$ cat config.mk
export PLATFORM = sky130hd
export DESIGN_NAME = sc_rr_xbar_arbiter_nxm
export DESIGN_NICKNAME = d
export VERILOG_FILES = /design/src/rtl/sc_xbar_pkg.sv /design/src/rtl/sc_rr_xbar_slave_arb.sv /design/src/rtl/sc_rr_xbar_arbiter_nxm.sv
export SDC_FILE = /design/constraint.sdc
export NUM_CORES = 1
export LEC_CHECK = 0
export BUFFER_PORTS_ARGS = -buffer_cell sky130_fd_sc_hd__buf_2
export CAP_MARGIN = 5
export CORE_MARGIN = 4
export CORE_UTILIZATION = 42
export DETAILED_ROUTE_END_ITERATION = 7
export PLACE_DENSITY = 0.8
export REMOVE_ABC_BUFFERS = 1
export SYNTH_ARGS = -nofsm -noshare
export SYNTH_HDL_FRONTEND = slang
export SYNTH_SLANG_ARGS = --single-unit
$ cat constraint.sdc
create_clock -name i_clk -period 1.88 [get_ports i_clk]
set_input_delay 0.282 -clock i_clk [delete_from_list [all_inputs] [get_ports i_clk]]
set_output_delay 0.282 -clock i_clk [all_outputs]
set_load 0.005 [all_outputs]
$ cat src/rtl/sc_xbar_pkg.sv
// Shared types and sizing helpers for the NxM round-robin crossbar arbiter.
// Optional grant timeout is enabled by defining SC_XBAR_GRANT_TIMEOUT_EN.
package sc_xbar_pkg;

    typedef enum logic {
        ST_IDLE    = 1'b0,
        ST_GRANTED = 1'b1
    } arb_st_e;

    localparam int unsigned SC_XBAR_TO_CYC_DEF = 256;

    function automatic int unsigned sc_xbar_ptr_w(input int unsigned n);
        return (n > 1) ? $clog2(n) : 1;
    endfunction

    function automatic bit sc_xbar_sel_ok(input int unsigned sel_w,
                                          input int unsigned nsl);
        return (2 ** sel_w) >= nsl;
    endfunction

endpackage

$ cat src/rtl/sc_rr_xbar_slave_arb.sv
// Per-slave round-robin arbiter: pointer, IDLE/GRANTED FSM, registered grant.
// Defining SC_XBAR_GRANT_TIMEOUT_EN adds a grant timeout counter and pulse.
module sc_rr_xbar_slave_arb
    import sc_xbar_pkg::*;
#(
    parameter int unsigned NUM_MS = 4,
    parameter int unsigned TO_CYC = SC_XBAR_TO_CYC_DEF
) (
    input  logic              i_clk,
    input  logic              i_resetb,
    input  logic [NUM_MS-1:0] i_req,
    input  logic              i_ack,
    output logic [NUM_MS-1:0] o_grant,
    output logic              o_busy
`ifdef SC_XBAR_GRANT_TIMEOUT_EN
    ,
    output logic              o_timeout
`endif
);

    localparam int unsigned PTR_W = sc_xbar_ptr_w(NUM_MS);
    localparam logic [PTR_W-1:0] LAST = PTR_W'(NUM_MS - 1);

    arb_st_e           r_state;
    arb_st_e           w_state_nxt;
    logic [PTR_W-1:0]  r_ptr;
    logic [PTR_W-1:0]  w_ptr_nxt;
    logic [PTR_W-1:0]  r_owner;
    logic [PTR_W-1:0]  w_owner_nxt;
    logic [NUM_MS-1:0] r_grant;
    logic [NUM_MS-1:0] w_grant_nxt;
    logic [PTR_W-1:0]  w_ptr_inc;
    logic [PTR_W-1:0]  w_win_idle;
    logic [PTR_W-1:0]  w_win_ack;
    logic              w_any;

    // First requester at or above base, wrapping modulo NUM_MS.
    function automatic logic [PTR_W-1:0] pick(input logic [NUM_MS-1:0] req,
                                              input logic [PTR_W-1:0]  base);
        logic [PTR_W-1:0] win;
        int               idx;
        win = base;
        for (int i = NUM_MS - 1; i >= 0; i--) begin
            idx = int'(base) + i;
            if (idx >= int'(NUM_MS)) idx = idx - int'(NUM_MS);
            if (req[idx]) win = PTR_W'(idx);
        end
        return win;
    endfunction

    assign w_any      = |i_req;
    assign w_ptr_inc  = (r_owner == LAST) ? '0 : r_owner + 1'b1;
    assign w_win_idle = pick(i_req, r_ptr);
    assign w_win_ack  = pick(i_req, w_ptr_inc);

    assign o_grant = r_grant;
    assign o_busy  = (r_state == ST_GRANTED);

`ifdef SC_XBAR_GRANT_TIMEOUT_EN
    localparam int unsigned CNT_W = sc_xbar_ptr_w(TO_CYC);

    logic [CNT_W-1:0] r_cnt;
    logic [CNT_W-1:0] w_cnt_nxt;
    logic             r_to;
    logic             w_to_nxt;
    logic             w_to_hit;

    assign w_to_hit  = (r_cnt == CNT_W'(TO_CYC - 1));
    assign o_timeout = r_to;

    always_ff @(posedge i_clk or negedge i_resetb) begin
        if (!i_resetb) begin
            r_cnt <= '0;
            r_to  <= 1'b0;
        end else begin
            r_cnt <= w_cnt_nxt;
            r_to  <= w_to_nxt;
        end
    end
`endif

    always_ff @(posedge i_clk or negedge i_resetb) begin
        if (!i_resetb) begin
            r_state <= ST_IDLE;
            r_ptr   <= '0;
            r_owner <= '0;
            r_grant <= '0;
        end else begin
            r_state <= w_state_nxt;
            r_ptr   <= w_ptr_nxt;
            r_owner <= w_owner_nxt;
            r_grant <= w_grant_nxt;
        end
    end

    always_comb begin
        w_state_nxt = r_state;
        w_ptr_nxt   = r_ptr;
        w_owner_nxt = r_owner;
        w_grant_nxt = r_grant;
`ifdef SC_XBAR_GRANT_TIMEOUT_EN
        w_cnt_nxt   = r_cnt;
        w_to_nxt    = 1'b0;
`endif
        unique case (r_state)
            ST_IDLE: begin
                if (w_any) begin
                    w_state_nxt = ST_GRANTED;
                    w_owner_nxt = w_win_idle;
                    w_grant_nxt = NUM_MS'(1'b1) << w_win_idle;
`ifdef SC_XBAR_GRANT_TIMEOUT_EN
                    w_cnt_nxt   = '0;
`endif
                end
            end
            ST_GRANTED: begin
                if (i_ack) begin
                    // Re-arbitrate in the ack cycle so transfers run back to back.
                    w_ptr_nxt = w_ptr_inc;
                    if (w_any) begin
                        w_owner_nxt = w_win_ack;
                        w_grant_nxt = NUM_MS'(1'b1) << w_win_ack;
                    end else begin
                        w_state_nxt = ST_IDLE;
                        w_grant_nxt = '0;
                    end
`ifdef SC_XBAR_GRANT_TIMEOUT_EN
                    w_cnt_nxt = '0;
`endif
                end else if (!i_req[r_owner]) begin
                    w_ptr_nxt   = w_ptr_inc;
                    w_state_nxt = ST_IDLE;
                    w_grant_nxt = '0;
                end
`ifdef SC_XBAR_GRANT_TIMEOUT_EN
                else if (w_to_hit) begin
                    w_ptr_nxt   = w_ptr_inc;
                    w_state_nxt = ST_IDLE;
                    w_grant_nxt = '0;
                    w_cnt_nxt   = '0;
                    w_to_nxt    = 1'b1;
                end else begin
                    w_cnt_nxt = r_cnt + 1'b1;
                end
`endif
            end
            default: begin
                w_state_nxt = ST_IDLE;
                w_grant_nxt = '0;
            end
        endcase
    end

endmodule

$ cat src/rtl/sc_rr_xbar_arbiter_nxm.sv
// NxM round-robin crossbar arbiter: address decode, per-slave arbiters, status.
// Defining SC_XBAR_GRANT_TIMEOUT_EN adds o_sl_timeout and grant timeouts.
module sc_rr_xbar_arbiter_nxm
    import sc_xbar_pkg::*;
#(
    parameter int unsigned NUM_MS = 4,
    parameter int unsigned NUM_SL = 4,
    parameter int unsigned ADDR_W = 32,
    parameter int unsigned SEL_W  = 2,
    parameter int unsigned TO_CYC = SC_XBAR_TO_CYC_DEF
) (
    input  logic                     i_clk,
    input  logic                     i_resetb,
    input  logic [NUM_MS-1:0]        i_ms_req,
    input  logic [NUM_MS*ADDR_W-1:0] i_ms_addr,
    input  logic [NUM_SL-1:0]        i_sl_ack,
    output logic [NUM_MS*NUM_SL-1:0] o_grant,
    output logic [NUM_MS-1:0]        o_ms_wait,
    output logic [NUM_MS-1:0]        o_ms_decerr,
    output logic [NUM_SL-1:0]        o_sl_busy
`ifdef SC_XBAR_GRANT_TIMEOUT_EN
    ,
    output logic [NUM_SL-1:0]        o_sl_timeout
`endif
);

    if (!sc_xbar_sel_ok(SEL_W, NUM_SL)) begin : g_sel_chk
        $error("SEL_W too narrow for NUM_SL");
    end

    logic [SEL_W-1:0]  w_sel     [NUM_MS];
    logic [NUM_MS-1:0] w_req_col [NUM_SL];
    logic [NUM_MS-1:0] w_gnt_col [NUM_SL];
    logic [NUM_MS-1:0] w_decerr;
    logic [NUM_MS-1:0] w_row_any;
    logic [NUM_MS-1:0] r_wait;
    logic [NUM_MS-1:0] r_decerr;

    for (genvar m = 0; m < NUM_MS; m++) begin : g_dec
        assign w_sel[m]     = i_ms_addr[m*ADDR_W+ADDR_W-1 -: SEL_W];
        assign w_decerr[m]  = i_ms_req[m] & (32'(w_sel[m]) >= NUM_SL);
        assign w_row_any[m] = |o_grant[m*NUM_SL +: NUM_SL];
    end

    for (genvar s = 0; s < NUM_SL; s++) begin : g_sl
        for (genvar m = 0; m < NUM_MS; m++) begin : g_ms
            assign w_req_col[s][m] = i_ms_req[m] & (w_sel[m] == SEL_W'(s));
            assign o_grant[m*NUM_SL+s] = w_gnt_col[s][m];
        end

        sc_rr_xbar_slave_arb #(
            .NUM_MS (NUM_MS),
            .TO_CYC (TO_CYC)
        ) u_arb (
            .i_clk     (i_clk),
            .i_resetb  (i_resetb),
            .i_req     (w_req_col[s]),
            .i_ack     (i_sl_ack[s]),
            .o_grant   (w_gnt_col[s]),
            .o_busy    (o_sl_busy[s])
`ifdef SC_XBAR_GRANT_TIMEOUT_EN
            ,
            .o_timeout (o_sl_timeout[s])
`endif
        );
    end

    always_ff @(posedge i_clk or negedge i_resetb) begin
        if (!i_resetb) begin
            r_wait   <= '0;
            r_decerr <= '0;
        end else begin
            r_wait   <= i_ms_req & ~w_row_any & ~w_decerr;
            r_decerr <= w_decerr;
        end
    end

    assign o_ms_wait   = r_wait;
    assign o_ms_decerr = r_decerr;

endmodule

# Word level (Yosys, flattened, before mapping)
# Index checks and enable logic that the tools add are counted.
dict set report op_classes {
  n_addsub 60
  n_lt_le_gt_ge 68
  n_eq_ne 36
  shifts 8
  mux 232
  n_bitwise 22
  n_reduce_logical 24
}
# op count
set op_table {}
lappend op_table {{$lt A32 B4 Y1 const B} 32}
lappend op_table {{$mux W32} 32}
lappend op_table {{$ge A32 B4 Y1 const B} 24}
lappend op_table {{$sub A32 B4 Y32 const B} 24}
lappend op_table {{$mux W2} 56}
lappend op_table {{$mux W1} 80}
lappend op_table {{$bmux W1 S2} 36}
lappend op_table {{$mux W4} 16}
lappend op_table {{$add A2 B2 Y3 const B} 16}
lappend op_table {{$pmux W4 S2} 4}
lappend op_table {{$reduce_or A4 Y1} 8}
lappend op_table {{$shl A1 B2 Y4 const A} 8}
lappend op_table {{$sub A2 B3 Y4 const B} 8}
lappend op_table {{$add A2 B1 Y3 const B} 8}
lappend op_table {{$eq A2 B2 Y1 const B} 12}
lappend op_table {{$ge A2 B3 Y1 const B} 8}
lappend op_table {{$ne A2 B2 Y1 const B} 12}
lappend op_table {{$and A1 B1 Y1} 16}
lappend op_table {{$pmux W2 S2} 4}
lappend op_table {{$reduce_and A2 Y1} 8}
lappend op_table {{$lt A2 B3 Y1 const B} 4}
lappend op_table {{$ne A3 B3 Y1 const B} 4}
lappend op_table {{$reduce_and A3 Y1} 4}
lappend op_table {{$add A2 B1 Y2 const B} 4}
lappend op_table {{7 further kinds} 22}
dict set report totals {
  regBits 40
  in_bits 138
  out_inout_bits 28
}

# Longest topological paths before layout
dict set report logic_depth {
  word_depth 16
  depth_mapped 8
}

# By module
# From an unflattened synthesis, not the netlist that was laid out.
dict set report unflattened {
  hier_cells 437
  hier_area_um2 3762.4
}
# mod n_inst cells_per_inst area_each_um2 seq_area_each_um2
set modules_own_cells {}
lappend modules_own_cells {sc_rr_xbar_slave_arb 4 100 864.6 225.2}
lappend modules_own_cells {sc_rr_xbar_arbiter_nxm 1 37 304.0 100.1}

# Worst setup path after synthesis
# Ideal clock, no wire load.
dict set report synth_timing {
  path_kind {reg-to-reg}
  from {register g_sl[2].u_arb.r_owner[0]}
  to {register g_sl[2].u_arb.r_grant[3]}
  setup_time_ns 0.125
  arrival_time_ns 1.865
  t_required_ns 1.755
  path_slack_ns -0.110
  path_stages_with_launch 8
  path_buffers 0
  period_less_slack_ns 1.990
  cell_sequence {dfrtp_1 > ha_1 > nor2_1 > a21oi_1 > o21ai_0 > o2bb2a_1 > a32o_1 > mux2_4}
}
dict set report synth_via {
  elab_chain_len 16
  elab_cells_between_ends 42
}
# element line
set synth_lines {}
lappend synth_lines {{start: declaration} sc_rr_xbar_slave_arb.sv:28} ;# logic [PTR_W-1:0] r_owner;
lappend synth_lines {{start signal: assignment} sc_rr_xbar_slave_arb.sv:91} ;# r_owner <= w_owner_nxt;
lappend synth_lines {{$add A2 B1 Y2 / $eq A2 B2 Y1 (equally long branches)} sc_rr_xbar_slave_arb.sv:52} ;# assign w_ptr_inc = (r_owner == LAST) ? '0 : r_owner + 1'b1;
lappend synth_lines {{$mux W2} sc_rr_xbar_slave_arb.sv:52}
lappend synth_lines {{$add A2 B2 Y3} sc_rr_xbar_slave_arb.sv:44} ;# idx = int'(base) + i;
lappend synth_lines {{$sub A32 B4 Y32 / $ge A32 B4 Y1 (equally long branches)} sc_rr_xbar_slave_arb.sv:45} ;# if (idx >= int'(NUM_MS)) idx = idx - int'(NUM_MS);
lappend synth_lines {{$mux W32} sc_rr_xbar_slave_arb.sv:45}
lappend synth_lines {{$bmux W1 S2} sc_rr_xbar_slave_arb.sv:46} ;# if (req[idx]) win = PTR_W'(idx);
lappend synth_lines {{$mux W1 (implied by the code) (2 in a row)} sc_rr_xbar_slave_arb.sv:46}
lappend synth_lines {{$mux W2 (4 in a row)} sc_rr_xbar_slave_arb.sv:46}
lappend synth_lines {{$shl A1 B2 Y4} sc_rr_xbar_slave_arb.sv:122} ;# w_grant_nxt = NUM_MS'(1'b1) << w_win_ack;
lappend synth_lines {{$mux W4} sc_rr_xbar_slave_arb.sv:120} ;# if (w_any) begin
lappend synth_lines {{$mux W4} sc_rr_xbar_slave_arb.sv:117} ;# if (i_ack) begin
lappend synth_lines {{$pmux W4 S2} sc_rr_xbar_slave_arb.sv:105} ;# unique case (r_state)
lappend synth_lines {{end signal: assignment} sc_rr_xbar_slave_arb.sv:92} ;# r_grant <= w_grant_nxt;
lappend synth_lines {{end: declaration} sc_rr_xbar_slave_arb.sv:30} ;# logic [NUM_MS-1:0] r_grant;
# Parallel ways exist; a longest one is shown, timed or not. The select of a mux whose other input is x is not followed.
# A chain may end at the register's enable or synchronous reset.

# Final worst setup path
dict set report layout_timing {
  from {register g_sl[0].u_arb.r_owner[0]}
  to {register g_sl[0].u_arb.r_grant[3]}
}
dict set report layout_via {
  elab_chain_len 16
  elab_cells_between_ends 42
}
# element line
set layout_lines {}
lappend layout_lines {{start: declaration} sc_rr_xbar_slave_arb.sv:28}
lappend layout_lines {{start signal: assignment} sc_rr_xbar_slave_arb.sv:91}
lappend layout_lines {{$add A2 B1 Y2 / $eq A2 B2 Y1 (equally long branches)} sc_rr_xbar_slave_arb.sv:52}
lappend layout_lines {{$mux W2 *} sc_rr_xbar_slave_arb.sv:52}
lappend layout_lines {{via g_sl[0].u_arb.w_ptr_inc[1]} sc_rr_xbar_slave_arb.sv:32} ;# logic [PTR_W-1:0] w_ptr_inc;
lappend layout_lines {{$add A2 B2 Y3} sc_rr_xbar_slave_arb.sv:44}
lappend layout_lines {{$sub A32 B4 Y32 / $ge A32 B4 Y1 (equally long branches)} sc_rr_xbar_slave_arb.sv:45}
lappend layout_lines {{$mux W32} sc_rr_xbar_slave_arb.sv:45}
lappend layout_lines {{$bmux W1 S2} sc_rr_xbar_slave_arb.sv:46}
lappend layout_lines {{$mux W1 (implied by the code) (2 in a row)} sc_rr_xbar_slave_arb.sv:46}
lappend layout_lines {{$mux W2 (3 in a row)} sc_rr_xbar_slave_arb.sv:46}
lappend layout_lines {{$mux W2 *} sc_rr_xbar_slave_arb.sv:46}
lappend layout_lines {{$shl A1 B2 Y4 *} sc_rr_xbar_slave_arb.sv:122}
lappend layout_lines {{$mux W4 *} sc_rr_xbar_slave_arb.sv:120}
lappend layout_lines {{$mux W4 *} sc_rr_xbar_slave_arb.sv:117}
lappend layout_lines {{$pmux W4 S2 *} sc_rr_xbar_slave_arb.sv:105}
lappend layout_lines {{end signal: assignment} sc_rr_xbar_slave_arb.sv:92}
lappend layout_lines {{end: declaration} sc_rr_xbar_slave_arb.sv:30}
# The timed path passes the listed nets; every way through them passes the cells marked *. The select of a mux whose other input is x is not followed.

==> flow_summary.ini <==
[cts]
clock-sinks = 40
cts.clk_slew.worst_paths_ps = 80
numCtsBuffers = 5
h-tree-depth = 2
cts_tree = built
clockBufferDepth = 2
clk_latency_ps = 300
root_buffer = clkbuf_8

[synthesis]
synth_top_cell_area_share_pct = 31.5
ys_top_cells_by_area = dfrtp_1, nor2_1, o21ai_0
async_reset_ff_share_pct = 100
synth_area_per_cell_sq_um = 8.77
yosysSeqAreaShare_pct = 31.5
post-synth-top-count-cell = dfrtp_1
ys_warn_count = 0
synth_cells = 362
synth_area_sq_um = 3170
ys_types = 72
synth_edf_count = 0
yosys_register_bits = 40
synthFlopType = dfrtp_1
synthTopCellsByCount = dfrtp_1, nor2_1, nand2_1
yosysTopAreaCell = dfrtp_1

[setup_path]
r2r_slack_ps = 20
critPathBufInv = 0
critical_path_class = reg2reg
cp_max_fo = 6
required_ps = 2100
rr_worst_depth = 6
cp-start-kind = flip-flop
crit_family = compound AO/OA/AOI/OAI gates
critical_path_depth = 6
crit_path_cell_trace = ha_4, a21oi_2, a311o_2, a21o_1, o31a_1, o21ai_1
cp.arrival_ps = 2090
endpoint_kind = flip-flop
cp_slowest_cell = dfrtp_1
critPathMaxStageDelay_ps = 420

[power]
ir_worst_vdd_mv = 0.923
total_power_mw = 5.51
power.leakage_nw = 1.80
p_per_area_nw_per_um2 = 1380

[sta]
drv_slew = 0
rsz0062_at_grt = true
setup_viol = 0
setup_ws_ps = 15.4
relSlewSlack_pct = 64.1
max_freq_mhz = 536
finalHoldViolCount = 0
fin_tns_setup_ps = 0
tightest_slew_ps = 539
fin_crit_sh_pct = 99.2
finalCriticalPeriod_ps = 1860
worst_clock_skew_ps = 3.75
hold-worst-slack_ps = 285

[placed_design]
dpl_cell_area_sq_um = 3750
dpl_worst_slack_ps = -131
hpwlAfterDp_mm = 6.48
gp_congestion = 0.881
io_buffers = 41
dpl.cell_count = 534

[final_layout]
fillers = 671
final_cells = 545
area_growth_pct = 26.0
diodes = 0
drive_gt1_share_pct = 34.3
finish.utilization_pct = 54.8
design_area_sq_um = 4000
multi_input_area_sq_um = 2090
layout.area.seq_sq_um = 1000
nNetsFinal = 588

[routing]
vias = 3262
dr.pass1.iters = 5
viasPerCell = 5.99
drt_wl_total_mm = 8.71
wl_per_cell_microns = 16.0
dr.first_iter.drc_count = 208
route.detailed.drc = 0
ant_nets = 0

[floorplanning]
core_area_sq_um = 7290
start_util_pct = 43.5
fp.dieH_microns = 94.9
die_area_sq_um = 9010
num_io_pins = 166
num_rows = 31
die_w_microns = 94.9

[global_routing]
grt_first_pass_wirelength_mm = 14.1
antenna_found_initial = 0
grt_max_degree = 41
grt_overflow_total = 0
grt_usage_pct = 19.4
first_global_vias = 3088

[min_path]
whs_path_depth = 3
hold_class = in2reg

[run_status]
status = finished clean

[job]
max_cap_viol_count = 0
-- what timing repair did --
item                       in CTS  in global routing
setup endpoints to repair      12                 20
gates resized for setup         9                 26
hold buffers                    1                  0
pin swaps                       4                 16
hold endpoints to repair       40                  0
setup buffers                   2                  1
-- cells by family (layout without fill, tap and decap cells) --
group / count (synthesis) / in the layout / share of synthesized area (%)
multiplexers: 10 / 10 / 5.17
AO/OA/AOI/OAI: 119 / 119 / 26.8
adder cells (fa/ha/maj): 4 / 4 / 1.58
flip-flops: 40 / 40 / 31.5
other: 1 / 4 / 0.118
AND/OR/NAND/NOR: 150 / 150 / 27.9
buffers and inverters: 38 / 119 / 6.90
-- tightest hold or removal path: stages --
cell and delay (ps):
buf_2 110, o21ai_0 100, nand2_1 60
-- metal layers --
layer	GRT usage, %	vias to the layer above	part of all wire (%)
met4	6.01	0	1.5
met2	31.7	148	47
met5	0	-	0
met1	26.5	1552	44
li1	-	1548	-
met3	3.03	14	6.7
-- cells in the final DEF (no fill, tap or decap), drive strengths merged, types with 6 or more instances in the layout --
cell    count
a21oi      19
a31oi       9
and3b       7
buf        96
clkbuf      6
dfrtp      40
inv        15
nand2      33
nand3      11
nand3b     15
nor2       36
nor2b       6
nor3       12
o21ai      30
o221ai      6
o22ai      14
-- final cells by class --
type / count / share of cell area [%]
clock buffers: 6 / 1.82
repair buffers: 97 / 16.2
clock inverters: 1 / 0.125
inverters: 15 / 1.41
flip-flops and latches: 40 / 25.1
multi-input cells: 287 / 52.3
well taps: 99 / 3.10
-- path summary, 6_finish.rpt --
check                                      endpoint                startpoint
setup / recovery           g_sl[0].u_arb.o_grant[3]  g_sl[0].u_arb.r_owner[0]
max in group asynchronous    g_sl[0].u_arb.r_ptr[1]                  i_resetb
hold / removal                 g_sl[2].u_arb.o_busy               i_sl_ack[2]
hold reg to reg                        o_ms_wait[2]  g_sl[3].u_arb.o_grant[2]
min in group asynchronous      g_sl[1].u_arb.o_busy                  i_resetb
setup reg to reg           g_sl[0].u_arb.o_grant[3]  g_sl[0].u_arb.r_owner[0]
-- registers in the layout, summed over array words and instances, names as in the netlist --
register            flops
g_sl.u_arb.r_ptr        8
o_ms_wait               4
g_sl.u_arb.r_owner      8
g_sl.u_arb.o_busy       4
g_sl.u_arb.o_grant     16
-- report_power, final --
| part | leakage, nW | switching, mW | total [mW] | internal (mW) |
|---|---|---|---|---|
| registers | 0.500 | 0.375 | 1.59 | 1.22 |
| clock network | 0.0410 | 0.309 | 0.561 | 0.253 |
| logic | 1.26 | 1.65 | 3.36 | 1.71 |
(Power assumes the default switching activity.)
